--- config.mk ---
export PLATFORM = sky130hd
export DESIGN_NAME = axis_uart_arbiter
export DESIGN_NICKNAME = d
export VERILOG_FILES = /design/src/rtl/axis_uart_arbiter.sv
export SDC_FILE = /design/constraint.sdc
export NUM_CORES = 1
export LEC_CHECK = 0
export ABC_AREA = 1
export CAP_MARGIN = 20
export CORE_MARGIN = 1
export CORE_UTILIZATION = 39
export CTS_CLUSTER_SIZE = 24
export DETAILED_ROUTE_END_ITERATION = 16
export GPL_TIMING_DRIVEN = 0
export PLACE_DENSITY = 0.85
export SYNTH_ARGS = -nofsm -noshare
export SYNTH_HDL_FRONTEND = slang
export SYNTH_SLANG_ARGS = --single-unit
--- constraint.sdc ---
create_clock -name clk -period 1.5 [get_ports clk]
set_input_delay 0.3 -clock clk [delete_from_list [all_inputs] [get_ports clk]]
set_output_delay 0.3 -clock clk [all_outputs]
set_load 0.01 [all_outputs]
--- src/rtl/axis_uart_arbiter.sv ---
`default_nettype none
// ============================================================================
//  Module      : axis_uart_arbiter
//  Description : Four-source round-robin AXI-Stream packet arbiter feeding a
//                single UART transmitter stream. One arbitration cycle per
//                grant, zero-latency beat path, forced packet termination
//                after MAX_PKT beats and an optional inter-packet idle gap.
//  Revision    : 1.0 - initial release
// ============================================================================
module axis_uart_arbiter #(
    parameter int DATA_BITS  = 8,
    parameter int GAP_CYCLES = 16,
    parameter int MAX_PKT    = 64
) (
    input  logic                   clk,
    input  logic                   rst_n,
    input  logic [4*DATA_BITS-1:0] s_tdata,
    input  logic [3:0]             s_tvalid,
    input  logic [3:0]             s_tlast,
    output logic [3:0]             s_tready,
    output logic [DATA_BITS-1:0]   m_tdata,
    output logic                   m_tvalid,
    output logic                   m_tlast,
    input  logic                   m_tready,
    input  logic                   enable,
    output logic [1:0]             grant_id,
    output logic                   busy,
    output logic                   trunc_err
);

    // Beat counter only has to reach MAX_PKT-1; gap counter only GAP_CYCLES-1.
    localparam int c_BW = (MAX_PKT > 2) ? $clog2(MAX_PKT) : 1;
    localparam int c_GW = (GAP_CYCLES > 2) ? $clog2(GAP_CYCLES) : 1;

    localparam logic [c_BW-1:0] c_BEAT_LAST = c_BW'(MAX_PKT - 1);
    localparam logic [c_BW-1:0] c_BEAT_ONE  = c_BW'(1);
    localparam logic [c_GW-1:0] c_GAP_LOAD  = c_GW'((GAP_CYCLES > 0) ? GAP_CYCLES - 1 : 0);
    localparam logic [c_GW-1:0] c_GAP_ONE   = c_GW'(1);

    typedef enum logic [1:0] {
        ST_IDLE  = 2'd0,
        ST_GRANT = 2'd1,
        ST_GAP   = 2'd2
    } state_t;

    state_t                 r_state;
    state_t                 w_state_nxt;
    logic [1:0]             r_grant_id;
    logic [1:0]             r_last_grant;
    logic [c_BW-1:0]        r_beat_cnt;
    logic [c_GW-1:0]        r_gap_cnt;
    logic                   r_trunc_err;

    logic [DATA_BITS-1:0]   w_src_data [4];
    logic [1:0]             w_arb_id;
    logic [1:0]             w_scan_idx;
    logic                   w_arb_hit;
    logic                   w_force_last;
    logic                   w_xfer;

    // Split the flat source data bus into one word per source.
    for (genvar gi = 0; gi < 4; gi++) begin : g_unpack
        assign w_src_data[gi] = s_tdata[gi*DATA_BITS +: DATA_BITS];
    end

    // Round-robin pick: scan last_grant+4 down to +1 so the nearest
    // successor of the previous winner overwrites the others.
    always_comb begin
        w_arb_hit  = 1'b0;
        w_arb_id   = r_last_grant;
        w_scan_idx = r_last_grant;
        for (int k = 4; k >= 1; k--) begin
            w_scan_idx = r_last_grant + 2'(k);
            if (s_tvalid[w_scan_idx]) begin
                w_arb_hit = 1'b1;
                w_arb_id  = w_scan_idx;
            end
        end
    end

    // FSM state register.
    always_ff @(posedge clk or negedge rst_n) begin
        if (!rst_n) begin
            r_state <= ST_IDLE;
        end else begin
            r_state <= w_state_nxt;
        end
    end

    // Next-state decode and the zero-latency stream path of the granted source.
    always_comb begin
        w_state_nxt  = r_state;
        m_tdata      = '0;
        m_tvalid     = 1'b0;
        m_tlast      = 1'b0;
        s_tready     = 4'b0000;
        w_force_last = 1'b0;
        w_xfer       = 1'b0;
        case (r_state)
            ST_IDLE: begin
                if (enable && w_arb_hit) begin
                    w_state_nxt = ST_GRANT;
                end
            end
            ST_GRANT: begin
                m_tdata              = w_src_data[r_grant_id];
                m_tvalid             = s_tvalid[r_grant_id];
                w_force_last         = s_tvalid[r_grant_id] && (r_beat_cnt == c_BEAT_LAST);
                m_tlast              = s_tlast[r_grant_id] | w_force_last;
                s_tready[r_grant_id] = m_tready;
                w_xfer               = s_tvalid[r_grant_id] & m_tready;
                if (w_xfer && m_tlast) begin
                    w_state_nxt = (GAP_CYCLES > 0) ? ST_GAP : ST_IDLE;
                end
            end
            ST_GAP: begin
                if (r_gap_cnt == '0) begin
                    w_state_nxt = ST_IDLE;
                end
            end
            default: begin
                w_state_nxt = ST_IDLE;
            end
        endcase
    end

    // Grant bookkeeping, beat/gap counting and the sticky truncation flag.
    always_ff @(posedge clk or negedge rst_n) begin
        if (!rst_n) begin
            r_grant_id   <= 2'd0;
            r_last_grant <= 2'd3;
            r_beat_cnt   <= '0;
            r_gap_cnt    <= '0;
            r_trunc_err  <= 1'b0;
        end else begin
            case (r_state)
                ST_IDLE: begin
                    if (enable && w_arb_hit) begin
                        r_grant_id <= w_arb_id;
                        r_beat_cnt <= '0;
                    end
                end
                ST_GRANT: begin
                    if (w_xfer) begin
                        r_beat_cnt <= r_beat_cnt + c_BEAT_ONE;
                        if (w_force_last) begin
                            r_trunc_err <= 1'b1;
                        end
                        if (m_tlast) begin
                            r_last_grant <= r_grant_id;
                            r_gap_cnt    <= c_GAP_LOAD;
                        end
                    end
                end
                ST_GAP: begin
                    if (r_gap_cnt != '0) begin
                        r_gap_cnt <= r_gap_cnt - c_GAP_ONE;
                    end
                end
                default: begin
                end
            endcase
        end
    end

    assign grant_id  = r_grant_id;
    assign busy      = (r_state != ST_IDLE);
    assign trunc_err = r_trunc_err;

endmodule
`default_nettype wire
==> flow_metrics.env, run 1 <==
export IMPL_async_flop_share=1.00
export IMPL_die_area_sq_mm=0.00409
export IMPL_critical_path_buf_inv_count=4
export IMPL_finalSetupViolCount=21
export IMPL_worst_ir_drop_vdd_v=0.00103
export IMPL_cp_max_fo=9
export IMPL_synth_cell_types=33
export IMPL_path_clk_slew_ns=0.07
export IMPL_fin_crit_ns=1.84
export IMPL_yosys_area_top_type="dfrtp_1"
export IMPL_clock_latency_ns=0.26
export IMPL_worst_setup_path_end_kind="output pin"
export IMPL_rsz0062_at_grt="yes"
export IMPL_die_height_um=63.9
export IMPL_startpoint_type="flop"
export IMPL_cp_slowest_stage_delay_ns=0.39
export IMPL_num_antenna_cells=0
export IMPL_crit_slowest_cell="dfrtp_1"
export IMPL_setup_slack_ns=-0.340
export IMPL_via_per_inst=5.25
export IMPL_areaGrowthSynthToFinish_pct=83.5
export IMPL_max_freq_mhz=543
export IMPL_synth_top_area_share=0.251
export IMPL_place_ws_ns=-0.715
export IMPL_max_cap_viol_count=0
export IMPL_slew_viol_final=0
export IMPL_required_ns=1.20
export IMPL_routabilityCongestion=0.794
export IMPL_first_global_vias=1685
export IMPL_synth_cells=224
export IMPL_synth_area_leaders="dfrtp_1, nand2_1, nand3_1"
export IMPL_fin_cells=368
export IMPL_cpLargestDelayFamily="buffers and inverters"
export IMPL_htreeDepth=1
export IMPL_row_count=22
export IMPL_synth_common_cells="nand2_1, nand3_1, inv_1, dfrtp_1, nor2_1"
export IMPL_fillers=238
export IMPL_io_buffers=61
export IMPL_synthFlopType="dfrtp_1"
export IMPL_worstMarginPinSlew_ns=0.753
export IMPL_drive_gt1_frac=0.413
export IMPL_routed_wl_mm=5.44
export IMPL_synth_fp_nets=270
export IMPL_first_pass_iters=4
export IMPL_cts_tree="yes"
export IMPL_grt_pass1_wl_mm=7.77
export IMPL_grtUsageTotal=0.243
export IMPL_dp_cells=333
export IMPL_finClkSkew_ns=0.00433
export IMPL_worst_setup_path_type="reg2out"
export IMPL_coreArea_sq_mm=0.00366
export IMPL_yosysMostFrequentCell="nand2_1"
export IMPL_clock_path_buffers=2
export IMPL_synth_seq_cells=17
export IMPL_ys_seq_area_frac=0.286
export IMPL_arrival_ns=1.54
export IMPL_cts_hold_buf=0
export IMPL_cts_root_buf="clkbuf_8"
export IMPL_violations="setup timing"
export IMPL_final_hold_violation_count=0
export IMPL_io_pins=62
export IMPL_grt_antenna_before_repair=0
export IMPL_drc=0
export IMPL_cts_buffers=3
export IMPL_drt_iter0_drc=105
export IMPL_fin_crit_sh=1.23
export IMPL_synth_edf_count=0
export IMPL_grt_max_degree=18
export IMPL_relSlewSlack=0.496
export IMPL_yosys_warnings=0
export IMPL_min_path_type="in2async"
export IMPL_hpwl_mm=3.39
export IMPL_status="complete, but fails checks"
export IMPL_avgSynthCellArea_sq_um=6.67
export IMPL_utilization=0.749
export IMPL_routedWlPerCell_um=14.8
export IMPL_initial_core_util=0.408
export IMPL_syn_area_sq_mm=0.00150
export IMPL_die_w_um=63.9
export IMPL_overflow=0
export IMPL_nets=367
export IMPL_cts_sinks=17
export IMPL_p_per_area_mw_per_mm2=1880
export IMPL_p_leak_nw=1.26
export IMPL_vias=1931
export IMPL_drtAntennaViolNets=0
export IMPL_timing_critical_path_cells="buf_6 -> buf_8 -> clkbuf_16 -> nand3_1 -> a41oi_2 -> buf_2"
## timing repair
action,in CTS,in global routing
gates resized for setup,100,42
endpoints found under the setup margin,28,31
gates cloned,0,1
setup buffers,17,13
pin swaps,7,17
## path summary, 6_finish.rpt
check	endpoint	slack, ns	startpoint	cells after the start
worst min register to register	trunc_err	0.49	trunc_err	1
worst max register to register	r_gap_cnt[2]	-0.12	grant_id[1]	11
worst max-delay path	m_tdata[1]	-0.34	grant_id[0]	6
max in group asynchronous	grant_id[1]	0.50	rst_n	1
min in group clk	trunc_err	0.49	trunc_err	1
worst min-delay path	r_beat_cnt[1]	0.48	rst_n	1
## cell usage in the layout (no fill, tap or decap), drive strengths merged
cell type | synthesis | layout
nand3 | 39 | 39
nor3b | 2 | 2
o31ai | 2 | 2
nand3b | 1 | 1
o21a | 1 | 1
o21bai | 1 | 1
inv | 24 | 24
nor2 | 13 | 13
buf | 6 | 51
dfrtp | 15 | 15
ha | 2 | 2
xor2 | 1 | 1
dfstp | 2 | 2
nor4 | 1 | 1
nand4 | 2 | 2
clkdlybuf4s50 | 0 | 44
dlygate4sd2 | 0 | 1
a41oi | 8 | 8
clkinv | 0 | 1
o21ai | 10 | 10
nand2 | 82 | 82
clkbuf | 3 | 8
nor3 | 5 | 5
a21oi | 3 | 3
o211ai | 1 | 1
## registers in the layout, summed over array words and instances (netlist names)
register / cells
grant_id: 2
r_beat_cnt: 6
r_gap_cnt: 4
r_last_grant: 2
r_state: 2
trunc_err: 1
## worst reg2reg max path, stage by stage, from the launching register on
cell     delay, ns
dfrtp_2       0.46
buf_8         0.15
buf_4         0.14
nand2_4       0.07
nand2_4       0.06
nand2_2       0.07
buf_4         0.12
nand2_2       0.07
nand2_4       0.15
nand2_4       0.09
nand2_1       0.08
nand2_1       0.05
## per-layer routing
metal	vias to the layer above	GRT usage	wire, um
li1	942	-	-
met1	920	0.287	2180
met2	58	0.447	2950
met3	11	0.0304	206
met4	0	0.0795	104
met5	-	0	0
## power by group
group / switching, mW / internal, mW / leakage [nW]
Clock: 0.179 / 0.185 / 0.0255
Sequential: 0.197 / 0.665 / 0.204
Combinational: 2.07 / 1.87 / 1.03
## cells by family (layout without fill, tap and decap cells)
kind of cell | Yosys count | count (layout) | synth area share
simple gates | 145 | 145 | 0.474
compound gates | 26 | 26 | 0.115
buf+inv | 33 | 129 | 0.101
fa+ha+maj | 2 | 2 | 0.0167
flops | 17 | 17 | 0.286
xor+xnor | 1 | 1 | 0.00586
## stage by stage
| step | TNS, ns | area, sq um | hold WS [ns] | power, mW |
|---|---|---|---|---|
| 6_report | -4.25 | 2740 | 0.478 | 5.16 |
| 5_1_grt | -5.81 | 2740 | 0.513 | 5.50 |
| 4_1_cts | -3.15 | 2480 | 0.481 | 4.47 |
| 3_5_place_dp | -11.43 | 2220 | 0.466 | 3.73 |
| 3_3_place_gp | -10.96 | 2220 | 0.464 | 3.67 |
| 2_1_floorplan | -0.00690 | 1550 | 0.00441 | 2.70 |
## final cells by class
type / instances / area (sq um) / area share
Timing Repair Buffer: 92 / 810 / 0.295
Multi-Input combinational cell: 174 / 1150 / 0.420
Buffer: 9 / 143 / 0.0520
Tap cell: 48 / 60.1 / 0.0219
Clock inverter: 1 / 5.00 / 0.00182
Sequential cell: 17 / 430 / 0.157
Clock buffer: 3 / 41.3 / 0.0150
Inverter: 24 / 103 / 0.0374
Note: power is estimated with default switching activity, not from simulation.
==> run 2: changes to the inputs <==
Settings changed: MAX_ROUTING_LAYER set to met4, PLACE_DENSITY 0.85 to 0.86.
==> flow_metrics.env, run 2 (synthesized netlist as in run 1, its figures left out) <==
export IMPL_worst_ir_drop_vdd_v=0.00105
export IMPL_coreArea_sq_mm=0.00366
export IMPL_top_register="r_beat_cnt"
export IMPL_worst_setup_path_type="reg2out"
export IMPL_fin_crit_ns=1.86
export IMPL_cp_max_fo=10
export IMPL_violations="setup timing"
export IMPL_routabilityCongestion=0.768
export IMPL_slew_viol_final=0
export IMPL_total_power_mw=5.40
export IMPL_finalSetupViolCount=28
export IMPL_worstMarginPinSlew_ns=0.764
export IMPL_via_per_inst=5.56
export IMPL_startpoint="grant_id[0]"
export IMPL_hpwl_mm=3.24
export IMPL_fin_crit_sh=1.24
export IMPL_layout_commonest_cell="nand2_1"
export IMPL_grt_antenna_before_repair=0
export IMPL_startpoint_type="flop"
export IMPL_drt_iter0_drc=188
export IMPL_grt_max_degree=18
export IMPL_rsz0062_at_grt="yes"
export IMPL_p_leak_nw=1.26
export IMPL_first_pass_iters=4
export IMPL_drc=0
export IMPL_worst_hold_slack_ns=0.487
export IMPL_crit_slowest_cell="dfrtp_1"
export IMPL_io_buffers=61
export IMPL_num_antenna_cells=0
export IMPL_arrival_ns=1.56
export IMPL_cts_hold_buf=0
export IMPL_htreeDepth=1
export IMPL_required_ns=1.20
export IMPL_die_height_um=63.9
export IMPL_clock_latency_ns=0.26
export IMPL_grtUsageTotal=0.264
export IMPL_status="complete, but fails checks"
export IMPL_cts_root_buf="clkbuf_8"
export IMPL_r2r_start="grant_id[0]"
export IMPL_io_pins=62
export IMPL_first_global_vias=1711
export IMPL_cp_slowest_stage_delay_ns=0.40
export IMPL_timing_critical_path_cells="buf_6 -> inv_6 -> clkbuf_16 -> nand3_1 -> a41oi_2 -> buf_2"
export IMPL_routedWlPerCell_um=17.4
export IMPL_relSlewSlack=0.489
export IMPL_layout_common_cells="nand2_1, clkdlybuf4s50_1, nand3_1"
export IMPL_overflow=0
export IMPL_regToRegSetupSlack_ns=-0.07
export IMPL_p_per_area_mw_per_mm2=1950
export IMPL_row_count=22
export IMPL_final_hold_violation_count=0
export IMPL_drtAntennaViolNets=0
export IMPL_finClkSkew_ns=0.00451
export IMPL_setup_tns_ns=-4.61
export IMPL_max_freq_mhz=538
export IMPL_grt_pass1_wl_mm=8.23
export IMPL_place_ws_ns=-0.725
export IMPL_die_area_sq_mm=0.00409
export IMPL_nets=363
export IMPL_min_path_type="in2async"
export IMPL_routed_wl_mm=6.33
export IMPL_cts_tree="yes"
export IMPL_cts_sinks=17
export IMPL_r2r_end="r_gap_cnt[2]"
export IMPL_max_cap_viol_count=0
export IMPL_crit_end="m_tdata[5]"
export IMPL_die_w_um=63.9
export IMPL_setup_slack_ns=-0.359
export IMPL_areaGrowthSynthToFinish_pct=85.0
export IMPL_ff2ff_path_depth=13
export IMPL_initial_core_util=0.408
export IMPL_largest_reg_flops=6
export IMPL_cts_buffers=3
export IMPL_vias=2023
export IMPL_top_regs="r_beat_cnt x6, r_gap_cnt x4"
export IMPL_path_clk_slew_ns=0.07
export IMPL_clock_path_buffers=2
export IMPL_worst_setup_path_end_kind="output pin"
export IMPL_drive_gt1_frac=0.399
run 2: cell count changes in the layout (fill, tap and decap cells not counted), moves of 2 or more:
| cell | delta |
|---|---|
| dlymetal6s2s_1 | +2 |
| nand2_1 | +3 |
| nand3_1 | -3 |
| nand3_2 | +3 |
| buf_4 | -7 |
| nand2_2 | -4 |
| o21ai_1 | +2 |
| inv_4 | -2 |
run 2: where the power goes:
| part | total [mW] | switching, mW | internal, mW |
|---|---|---|---|
| Combinational | 4.19 | 2.25 | 1.94 |
| Sequential | 0.861 | 0.196 | 0.665 |
| Clock | 0.357 | 0.169 | 0.187 |
| Total | 5.40 | 2.61 | 2.79 |
run 2: worst min-delay path by stage:
stage | start | endpoint | depth (start not counted) | slack (ns)
CTS | trunc_err | trunc_err | 1 | 0.49
global placement | trunc_err | trunc_err | 1 | 0.47
floorplan | rst_n | grant_id[0] | 0 | 0.004
detailed placement | trunc_err | trunc_err | 1 | 0.47
finish | rst_n | r_beat_cnt[0] | 1 | 0.49
global route | trunc_err | trunc_err | 1 | 0.51
run 2: worst max-delay path, delay by kind of cell, from the launching register on:
family / cells / cell delay [ns]
buf+inv: 4 / 0.57
simple gates: 1 / 0.11
compound gates: 1 / 0.21
flops: 1 / 0.40
run 2: metal layers:
metal	vias up	global-route usage	share of wire	routed length [um]
li1	933	-	-	-
met1	970	0.332	0.39	2460
met2	98	0.436	0.52	3310
met3	22	0.0339	0.056	354
met4	0	0.0881	0.032	204
met5	-	-	0	0
run 2: what timing repair did:
action | in CTS | in global routing
gates cloned | 2 | 2
pin swaps | 7 | 21
setup endpoints to repair | 25 | 31
resized for setup | 102 | 39
setup buffers | 18 | 5
endpoints found under the hold margin | 0 | 0
run 2: layout make-up:
| cell class | instances | area, sq um |
|---|---|---|
| buffer | 9 | 143 |
| tap | 48 | 60.1 |
| fill | 244 | 895 |
| multi-input combinational | 175 | 1170 |
| clock buffer | 3 | 41.3 |
| clock inverter | 1 | 7.51 |
| timing repair buffer | 87 | 808 |
| sequential | 17 | 430 |
| inverter | 24 | 103 |
run 2: through the flow:
| stage | utilization | cells | cell area (sq um) |
|---|---|---|---|
| 3_5_place_dp | 0.607 | 333 | 2220 |
| 5_1_grt | 0.756 | 364 | 2770 |
| 4_1_cts | 0.698 | 357 | 2550 |
| 3_3_place_gp | 0.607 | 333 | 2220 |
| 2_1_floorplan | - | 224 | 1550 |
| 6_report | 0.756 | 364 | 2770 |
==> run 3: changes to the inputs <==
Settings changed: GPL_ROUTABILITY_DRIVEN set to 0.
==> results of run 3 <==
Same layout as run 2: the final DEF is identical, and so are final timing and power.
